===== src/rtl/fifo_seq_pkg.sv =====
// Shared state encodings, width defaults and read-latency legality check for
// fifo_vram_write_sequencer.
package fifo_seq_pkg;

  localparam int SEQ_DATA_W = 16;

  localparam logic [2:0] ST_IDLE   = 3'd0;
  localparam logic [2:0] ST_POP_A  = 3'd1;
  localparam logic [2:0] ST_WAIT_A = 3'd2;
  localparam logic [2:0] ST_POP_D  = 3'd3;
  localparam logic [2:0] ST_WAIT_D = 3'd4;
  localparam logic [2:0] ST_WRITE  = 3'd5;

  typedef enum logic [2:0] {
    IDLE   = ST_IDLE,
    POP_A  = ST_POP_A,
    WAIT_A = ST_WAIT_A,
    POP_D  = ST_POP_D,
    WAIT_D = ST_WAIT_D,
    WRITE  = ST_WRITE
  } seq_state_t;

  localparam int READ_LAT_MIN = 1;
  localparam int READ_LAT_MAX = 2;

  function automatic bit read_lat_legal(input int lat);
    return (lat >= READ_LAT_MIN) && (lat <= READ_LAT_MAX);
  endfunction

endpackage


===== src/rtl/fifo_vram_write_sequencer.sv =====
// Drains address/data word pairs from the pseudo-FIFO and issues one VRAM write
// per pair. Optional macro SEQ_STREAM_EN adds a data-only streaming mode.
module fifo_vram_write_sequencer
  import fifo_seq_pkg::*;
#(
  parameter int ADDR_W   = 16,
  parameter int DATA_W   = SEQ_DATA_W,
  parameter int READ_LAT = 1
) (
  input  logic              clk,
  input  logic              rst_n,
  input  logic              enable,
  input  logic [DATA_W-1:0] fifo_dout,
  input  logic              fifo_empty,
  input  logic              fifo_valid,
  output logic              fifo_read_en,
  output logic              vram_req,
  output logic [ADDR_W-1:0] vram_addr,
  output logic [DATA_W-1:0] vram_data,
  input  logic              vram_ack,
  output logic              idle,
  output logic [15:0]       cmd_count,
  output logic              err_spurious
`ifdef SEQ_STREAM_EN
  ,
  input  logic              stream_mode,
  input  logic [ADDR_W-1:0] stream_base
`endif
);

  localparam bit READ_LAT_OK = read_lat_legal(READ_LAT);

  generate
    if (!READ_LAT_OK) begin : g_bad_read_lat
      $error("fifo_vram_write_sequencer: READ_LAT must be 1 or 2");
    end
  endgenerate

  logic              stream_sel;
  logic [ADDR_W-1:0] stream_base_sel;

`ifdef SEQ_STREAM_EN
  assign stream_sel      = stream_mode;
  assign stream_base_sel = stream_base;
`else
  assign stream_sel      = 1'b0;
  assign stream_base_sel = '0;
`endif

  seq_state_t        state;
  logic              cmd_stream;
  logic [ADDR_W-1:0] stream_idx;

  wire in_wait = (state == WAIT_A) || (state == WAIT_D);

  // NOTE: every register here is updated with <= so all state advances together
  // on the clock edge; blocking assignments would make later lines see new values.
  // NOTE: the address/data holding registers are reset along with control so the
  // write port never shows stale values after an aborted command.
  always_ff @(posedge clk or negedge rst_n) begin
    if (!rst_n) begin
      state        <= IDLE;
      fifo_read_en <= 1'b0;
      vram_req     <= 1'b0;
      vram_addr    <= '0;
      vram_data    <= '0;
      cmd_count    <= '0;
      err_spurious <= 1'b0;
      idle         <= 1'b1;
      cmd_stream   <= 1'b0;
      stream_idx   <= '0;
    end else begin
      fifo_read_en <= 1'b0;
      if (fifo_valid && !in_wait) err_spurious <= 1'b1;

      // The pop strobe is registered: it is raised on the edge entering a POP
      // state, so in POP a high fifo_read_en means the pulse is issuing now.
      case (state)
        IDLE: begin
          if (!stream_sel) stream_idx <= '0;
          if (enable && !fifo_empty) begin
            fifo_read_en <= 1'b1;
            idle         <= 1'b0;
            cmd_stream   <= stream_sel;
            if (stream_sel) begin
              vram_addr <= stream_base_sel + stream_idx;
              state     <= POP_D;
            end else begin
              state <= POP_A;
            end
          end
        end
        POP_A: begin
          if (fifo_read_en) state <= WAIT_A;
          else              fifo_read_en <= !fifo_empty;
        end
        WAIT_A: begin
          if (fifo_valid) begin
            vram_addr    <= fifo_dout[ADDR_W-1:0];
            fifo_read_en <= !fifo_empty;
            state        <= POP_D;
          end
        end
        POP_D: begin
          if (fifo_read_en) state <= WAIT_D;
          else              fifo_read_en <= !fifo_empty;
        end
        WAIT_D: begin
          if (fifo_valid) begin
            vram_data <= fifo_dout;
            vram_req  <= 1'b1;
            state     <= WRITE;
          end
        end
        WRITE: begin
          if (vram_ack) begin
            vram_req  <= 1'b0;
            cmd_count <= cmd_count + 16'd1;
            idle      <= 1'b1;
            state     <= IDLE;
            if (cmd_stream) stream_idx <= stream_idx + ADDR_W'(1);
          end
        end
        default: begin
          vram_req <= 1'b0;
          idle     <= 1'b1;
          state    <= IDLE;
        end
      endcase
    end
  end

endmodule


===== config.mk =====
export PLATFORM = sky130hd
export DESIGN_NAME = fifo_vram_write_sequencer
export DESIGN_NICKNAME = d
export VERILOG_FILES = /design/src/rtl/fifo_seq_pkg.sv /design/src/rtl/fifo_vram_write_sequencer.sv
export SDC_FILE = /design/constraint.sdc
export NUM_CORES = 1
export LEC_CHECK = 0
export ABC_AREA = 1
export CAP_MARGIN = 25
export CORE_ASPECT_RATIO = 2
export CORE_MARGIN = 5
export CORE_UTILIZATION = 47
export DETAILED_ROUTE_END_ITERATION = 10
export PLACE_DENSITY = 0.81
export SLEW_MARGIN = 40
export SYNTH_ARGS = -nofsm -noshare
export SYNTH_HDL_FRONTEND = slang
export SYNTH_SLANG_ARGS = --single-unit

===== constraint.sdc =====
create_clock -name clk -period 1.4 [get_ports clk]
set_input_delay 0.42 -clock clk [delete_from_list [all_inputs] [get_ports clk]]
set_output_delay 0.42 -clock clk [all_outputs]
set_load 0.05 [all_outputs]

==> results of run 1 <==
## path summary, 6_finish.rpt
kind	depth (start not counted)	to	slack (ps)	startpoint
min reg2reg	1	cmd_count[7]	530	cmd_count[7]
max in group asynchronous	2	vram_addr[4]	920	rst_n
min in group clk	1	cmd_count[7]	530	cmd_count[7]
max	1	idle	-40	idle
min	1	cmd_count[3]	20	rst_n
max reg2reg	8	fifo_read_en	20	state[1]
## what timing repair did
action,4_1_cts,5_1_grt
endpoints found under the hold margin,0,0
gates resized for setup,6,34
pin swaps,1,8
gates cloned,0,3
buffers inserted,1,12
setup endpoints to repair,19,39
## sequential cells by signal (all words and copies together), names as in the netlist
name          count
idle              1
vram_req          1
vram_addr        16
fifo_read_en      1
state             3
vram_data        16
err_spurious      1
cmd_count        16
## cells by family (layout without fill, tap and decap cells)
group | after synthesis | in the layout | synth area share
buffers and inverters | 47 | 151 | 0.0800
AND/OR/NAND/NOR | 137 | 137 | 0.257
flip-flops | 55 | 55 | 0.540
AO/OA/AOI/OAI | 39 | 39 | 0.0873
XOR/XNOR | 9 | 9 | 0.0309
adder cells (fa/ha/maj) | 1 | 1 | 0.00491
## layer usage
metal / vias up / global-route usage
li1: 1108 / -
met1: 1141 / 0.211
met2: 100 / 0.379
met3: 26 / 0.0564
met4: 0 / 0.0949
met5: - / 0
## synthesized netlist by cell type, drive strengths merged
master   n  area (um^2)
dfstp    1         26.3
a31o     1         8.76
and2     1         6.26
nand3   24          163
inv     39          146
a21oi    1         5.00
nor2    20          100
o21ai   36          203
nand4    6         52.6
xor2     4         35.0
a31oi    1         6.26
buf      7         52.5
dfrtp   54         1350
xnor2    5         43.8
ha       1         12.5
nand2   84          323
clkbuf   1         5.00
nor3     2         10.0
## power by group
| group | switching, mW | internal (mW) | leakage [nW] |
|---|---|---|---|
| clock | 0.487 | 0.389 | 0.0470 |
| combinational | 3.23 | 2.94 | 1.37 |
| sequential | 0.748 | 2.17 | 0.672 |
## stage by stage
step           utilization  cells  area [um^2]  setup WS (ps)  TNS (ps)
3_5_place_dp         0.746    429         4010           -418    -14490
4_1_cts              0.764    437         4110          -47.7     -47.7
6_report             0.815    452         4380          -35.5     -35.5
2_1_floorplan            -    288         2590          -4.85     -8.42
3_3_place_gp         0.746    429         4010           -352    -12440
5_1_grt              0.815    452         4380          -70.0      -249
## layout make-up
cell class              count  area share
multi-input cells         186       0.249
clock inverters             1     0.00114
inverters                  39      0.0334
clock buffers               6      0.0189
well taps                  60      0.0172
flip-flops and latches     55       0.319
repair buffers            105       0.361
==> results.md, run 1 <==
Critical path:
- By startpoint and endpoint, the worst setup path is classified as flip-flop to output pin.
- The number of buffers and inverters on the critical path is 1.
- For the worst setup path, the data required time is 980 ps.
- On the worst path, the slowest cell contributes a delay of 570 ps.
- Data on the critical path arrives at its endpoint at 1020 ps.
- The worst setup path is launched from a flip-flop.
- The worst-path maximum fanout is 2.
- Grouping stages by cell kind, the critical path spends the most delay in flip-flops.
- The slowest stage of the critical path belongs to the cell sky130_fd_sc_hd__dfstp_2.
- The worst setup path is captured at an output pin.
- Traced cell by cell, the critical path runs through buf_12.

Routing:
- The final route contains 2375 vias.
- Wire segments on met2 add up to 4.42 mm in the final route.
- Once detail routing completed, the nets flagged for antenna violations numbered 0.
- The total length of routed met3 wires is 456 um.
- In the routed design, unresolved DRC markers number 0.
- The first-pass iteration count of the detailed router is 6.
- The number of DRC markers in iteration 0 is 227.
- The detailed-route wire length is 7.49 mm.
- For this block, wires on met1 add up to 2.44 mm.
- The highest routing layer actually used is met4.
- The average vias per placed instance is 5.25.
- The per-cell routed wire length is 16.6 um.

CTS:
- TritonCTS built the clock tree.
- The number of levels the H-tree was split into is 2.
- No sink is reached through more buffers than the 2 on the longest clock path.
- The library cell used as clock root buffer is sky130_fd_sc_hd__clkbuf_8.
- Clock-pin slew was measured on the worst setup and hold paths at 90 ps.
- The clock latency on the worst-skew pair is 310 ps.
- Clock tree synthesis inserted a total of 5 buffers.
- The clock drives 55 sinks.
- In this run, post-CTS hold repair placed 0 buffers.

Final layout:
- At the end of the flow, the number of nets in the layout was 415.
- In the final layout, the multi-input gates occupy 1090 um^2.
- Of the cells placed in the final design, the portion with a size suffix greater than 1 is 0.390.
- The number of antenna diodes in the final layout is 0.
- The most common library cell in the layout ignoring fill and taps is sky130_fd_sc_hd__nand2_1.
- The sequential cells in the finished layout cover a total of 1400 um^2.
- The filler cells instantiated in the layout total 306.
- The top cell types in the final layout, fill and taps aside, are 71 x sky130_fd_sc_hd__nand2_1, 56 x sky130_fd_sc_hd__buf_12, 39 x sky130_fd_sc_hd__dfrtp_1.
- Compared with the post-synthesis result, the final layout area differs by 71.6%.

Floorplan:
- The vertical extent of the die is 114 um.
- The die covers 7090 um^2.
- The region available for standard cell placement spans 5370 um^2.
- The effective utilization at floorplan is 0.475.
- After floorplanning, the core was divided into 38 placement rows.
- During I/O placement, the number of pins put on the boundary was 74.
- The die width is 62.1 um.

Synth:
- The netlist area before placement is 2550 um^2.
- The average cell area after synthesis is 8.85 um^2.
- During synthesis, Yosys emitted a total of 0 warnings.
- The number of distinct library cells after synthesis is 29.
- The share of the yosys chip area belonging to registers is 0.540.
- After synthesis the netlist holds a flip-flop and latch count of 55.
- In the synthesized netlist, the number of instances is 288.
- The number of nets handed over by synthesis was 311.

Hold path:
- The path class of the tightest hold or removal check is input port to async pin.

Global routing:
- The first global-routing pass estimated 11.1 mm of wire.
- The pin count of the biggest net entering global routing is 24.
- The overall track demand over capacity in global routing is 0.211.
- The number of antenna violations at the first check in global routing is 0.
- The via count of the first global-routing pass is 2407.
- Global routing finished with a remaining overflow of 0.

Timing:
- On the final layout, the worst hold slack is 15.6 ps.
- The hold violation total from the final report is 0.
- The post-route fraction of the period consumed by the critical path is 1.03.
- Based on the critical path, the design can be clocked at up to 697 MHz.
- Across all setup checks in the final design, the least slack found is -35.5 ps.
- For the pin with the worst max-slew slack, the measured transition is 370 ps.
- Setup repair after global routing could not meet its margin everywhere.
- The final setup violation count is 1.
- The final count of pins violating max slew is 0.
- The final critical-path required period is 1440 ps.
- The remaining max-slew budget at the tightest pin is 0.753.
- For the final database, setup skew stands at 3.89 ps.

Run status:
- The checks that failed: negative setup slack.
- The run finished, with violations left.

Pwr:
- The maximum resistive drop on vdd is 0.00203 V.
- For this design the static power due to leakage is 2.09 nW.
- Total power for the finished layout comes to 9.97 mW.
- For this design the ratio of total power to cell area is 2280 nW/um^2.

Placed design:
- The count of input and output buffers is 73.
- The final weighted congestion of routability-driven global placement is 0.900.
- After legalization and detailed placement, the total HPWL measured 5.37 mm.

Flow run:
- The tool flagged a number of max-cap violations equal to 0.
(Power assumes the default switching activity.)
==> run 2: changes to the inputs <==
--- a/config.mk
+++ b/config.mk
@@ -7,7 +7,7 @@
 export LEC_CHECK = 0
 export ABC_AREA = 1
 export CAP_MARGIN = 25
-export CORE_ASPECT_RATIO = 2
+export CORE_ASPECT_RATIO = 1.2
 export CORE_MARGIN = 5
 export CORE_UTILIZATION = 47
 export DETAILED_ROUTE_END_ITERATION = 10
==> run 2 against run 1 <==
The flow still finishes with violations (negative setup slack). Flip-flop and latch count unchanged. Count of clock-buffer cells in the layout unchanged. Core utilization fell by 3.3 points. Register-to-register slack better by 20 ps. Power fell by 6.2%. Hold slack worse by 4.6 ps. Largest power group unchanged.
==> results.md, run 2 (synthesis gave the netlist of run 1 again) <==
Run status:
- Status: complete, but fails checks (unchanged).
- Violations in the final reports: negative setup slack (unchanged).

Routing:
- The per-cell routed wire length is 14.3 um (was 16.6 um).
- The detailed-route wire length was 6.30 mm (was 7.49 mm).
- The number of DRC markers in iteration 0 is 104 (was 227).
- The first-pass iteration count of the detailed router is 4 (was 6).
- The average vias per placed instance was 5.02 (was 5.25).
- The remaining routing DRC violations is 0 (unchanged).
- The via count is 2207 (was 2375).
- The number of routed nets with antenna violations is 0 (unchanged).

CTS:
- The clock transition at the register clock pins on the worst setup and hold paths after CTS came to 100 ps (was 90 ps).
- The CTS sink count is 55 (unchanged).
- The maximum root-to-sink buffer count was 2 (unchanged).
- The clock tree from TritonCTS is done (unchanged).
- The library cell used as clock root buffer is sky130_fd_sc_hd__clkbuf_8 (unchanged).
- The number of clock buffers inserted by TritonCTS is 5 (unchanged).
- The number of levels the H-tree was split into was 2 (unchanged).
- The clock latency on the worst-skew pair came to 310 ps (about the same).

Final layout:
- The final non-filler cell area is 4140 um^2 (was 4380 um^2).
- The most common library cell in the layout ignoring fill and taps is sky130_fd_sc_hd__nand2_1 (unchanged).
- The signed area change from the synthesized netlist to the final layout was 62.4% (was 71.6%).
- The final-stage net count is 400 (was 415).
- The final instance count without filler cells is 440 (was 452).
- Biggest regs: cmd_count x16, vram_addr x16, vram_data x16 (unchanged).
- Most used cells in the layout excluding fill and tap cells: 82 x sky130_fd_sc_hd__nand2_1, 55 x sky130_fd_sc_hd__buf_12, 41 x sky130_fd_sc_hd__dfrtp_1 (was 71 x sky130_fd_sc_hd__nand2_1, 56 x sky130_fd_sc_hd__buf_12, 39 x sky130_fd_sc_hd__dfrtp_1).
- The fraction of layout cells with a size suffix above 1 is 0.307 (was 0.390).
- The total inserted antenna cells is 0 (unchanged).

Global routing:
- The via count of the first global-routing pass is 2273 (was 2407).
- The overall track demand over capacity in global routing is 0.184 (was 0.211).
- The total grt overflow is 0 (unchanged).
- The first-pass GRT wire length was 10.6 mm (was 11.1 mm).
- The number of antenna violations at the first check in global routing came to 0 (unchanged).
- The pin count of the biggest net entering global routing is 34 (was 24).

Critical path:
- The critical path data arrival time is 1010 ps (was 1020 ps).
- The kind of end point of the critical path is an output pin (unchanged).
- The cell with the largest stage delay on the worst path is sky130_fd_sc_hd__dfstp_2 (unchanged).
- Cell Chain, Critical Path: buf_12 (unchanged).
- The worst path required time is 980 ps (about the same).
- The count of buffer and inverter cells on the critical path is 1 (unchanged).
- The largest stage delay on the critical path is 570 ps (about the same).
- The critical path startpoint category is a flip-flop (unchanged).
- The family with the most delay on the worst path is flip-flops (unchanged).
- The critical setup path kind was flip-flop to output pin (unchanged).
- The worst-path maximum fanout is 2 (unchanged).

Timing:
- The final worst clock skew is 11.9 ps (was 3.89 ps).
- The remaining max-slew budget at the tightest pin is 0.754 (was 0.753).
- The post-route fraction of the period consumed by the critical path is 1.02 (was 1.03).
- The fmax is 701 MHz (was 697 MHz).
- The hold violation total from the final report is 0 (unchanged).
- The final count of pins violating max slew came to 0 (unchanged).
- The transition time at the pin with the least slew margin came to 370 ps (about the same).
- The post-layout worst setup margin was -27.2 ps (was -35.5 ps).
- Setup repair after global routing missed its margin: true (unchanged).
- The final setup violation count is 1 (unchanged).
- The final critical-path required period is 1430 ps (was 1440 ps).

Floorplan:
- The effective utilization at floorplan is 0.481 (was 0.475).
- The die width is 77.2 um (was 62.1 um).
- The area enclosed by the die boundary is 7000 um^2 (was 7090 um^2).
- The top-level I/O count was 74 (unchanged).
- The number of cell rows is 29 (was 38).
- The vertical extent of the die is 90.7 um (was 114 um).
- The area of the core is 5300 um^2 (was 5370 um^2).

Hold path:
- The path category of the worst min-delay check is input port to async pin (unchanged).

Placed design:
- The final weighted congestion of routability-driven global placement is 0.837 (was 0.900).
- The placed standard-cell area is 3990 um^2 (was 4010 um^2).
- The number of placed instances with taps included came to 428 (was 429).
- The HPWL reported at the end of detailed placement is 4.95 mm (was 5.37 mm).
- The count of input and output buffers came to 73 (unchanged).
- The worst slack at placement is -319 ps (was -418 ps).

Pwr:
- The leakage component of the power is 2.00 nW (was 2.09 nW).
- The maximum resistive drop on vdd is 0.00157 V (was 0.00203 V).
- The power density over cell area is 2260 nW/um^2 (was 2280 nW/um^2).
- The overall power consumption is 9.36 mW (was 9.97 mW).

Flow run:
- The reported max-cap violation count is 0 (unchanged).
run 2: what timing repair did:
| item | in CTS | in global routing |
|---|---|---|
| setup buffers | 0 | 4 |
| pin swaps | 0 | 7 |
| endpoints found under the setup margin | 5 | 16 |
| hold buffers | 0 | 0 |
| gates resized for setup | 2 | 11 |
run 2: routing by layer:
layer  vias up  global-route usage  share of wire
met2        83               0.327           0.52
met4         0              0.0473          0.013
met1      1025               0.203           0.36
met3        11              0.0719          0.099
li1       1088                   -              -
met5         -                   0              0
run 2: path summary, 6_finish.rpt:
check	end	start	slack [ps]	cells past startpoint
setup / recovery	idle	idle	-30	1
hold / removal	vram_req	rst_n	10	1
setup reg to reg	cmd_count[7]	state[2]	40	6
hold reg to reg	idle	idle	510	2
max in group asynchronous	vram_data[13]	rst_n	870	2
min in group clk	idle	idle	510	2
run 2: report_power, final:
group	internal (mW)	switching [mW]	leakage, nW
logic	2.62	3.03	1.28
registers	2.17	0.681	0.675
clock network	0.354	0.502	0.0452
run 2: per-stage QoR:
stage / setup TNS (ps) / hold WS [ps] / util
after floorplan: -8.42 / 124 / -
after global placement: -9580 / 343 / 0.753
after detailed placement: -11250 / 351 / 0.753
after CTS: -36.7 / 8.59 / 0.769
after global routing: -88.4 / 17.0 / 0.782
final: -27.2 / 11.0 / 0.782
run 2: area by class of cell:
type | count | area [um^2]
Timing Repair Buffer | 90 | 1430
Sequential cell | 55 | 1390
Fill cell | 342 | 1160
Multi-Input combinational cell | 186 | 1010
Inverter | 39 | 146
Tap cell | 62 | 77.6
Clock buffer | 6 | 72.6
Clock inverter | 2 | 13.8
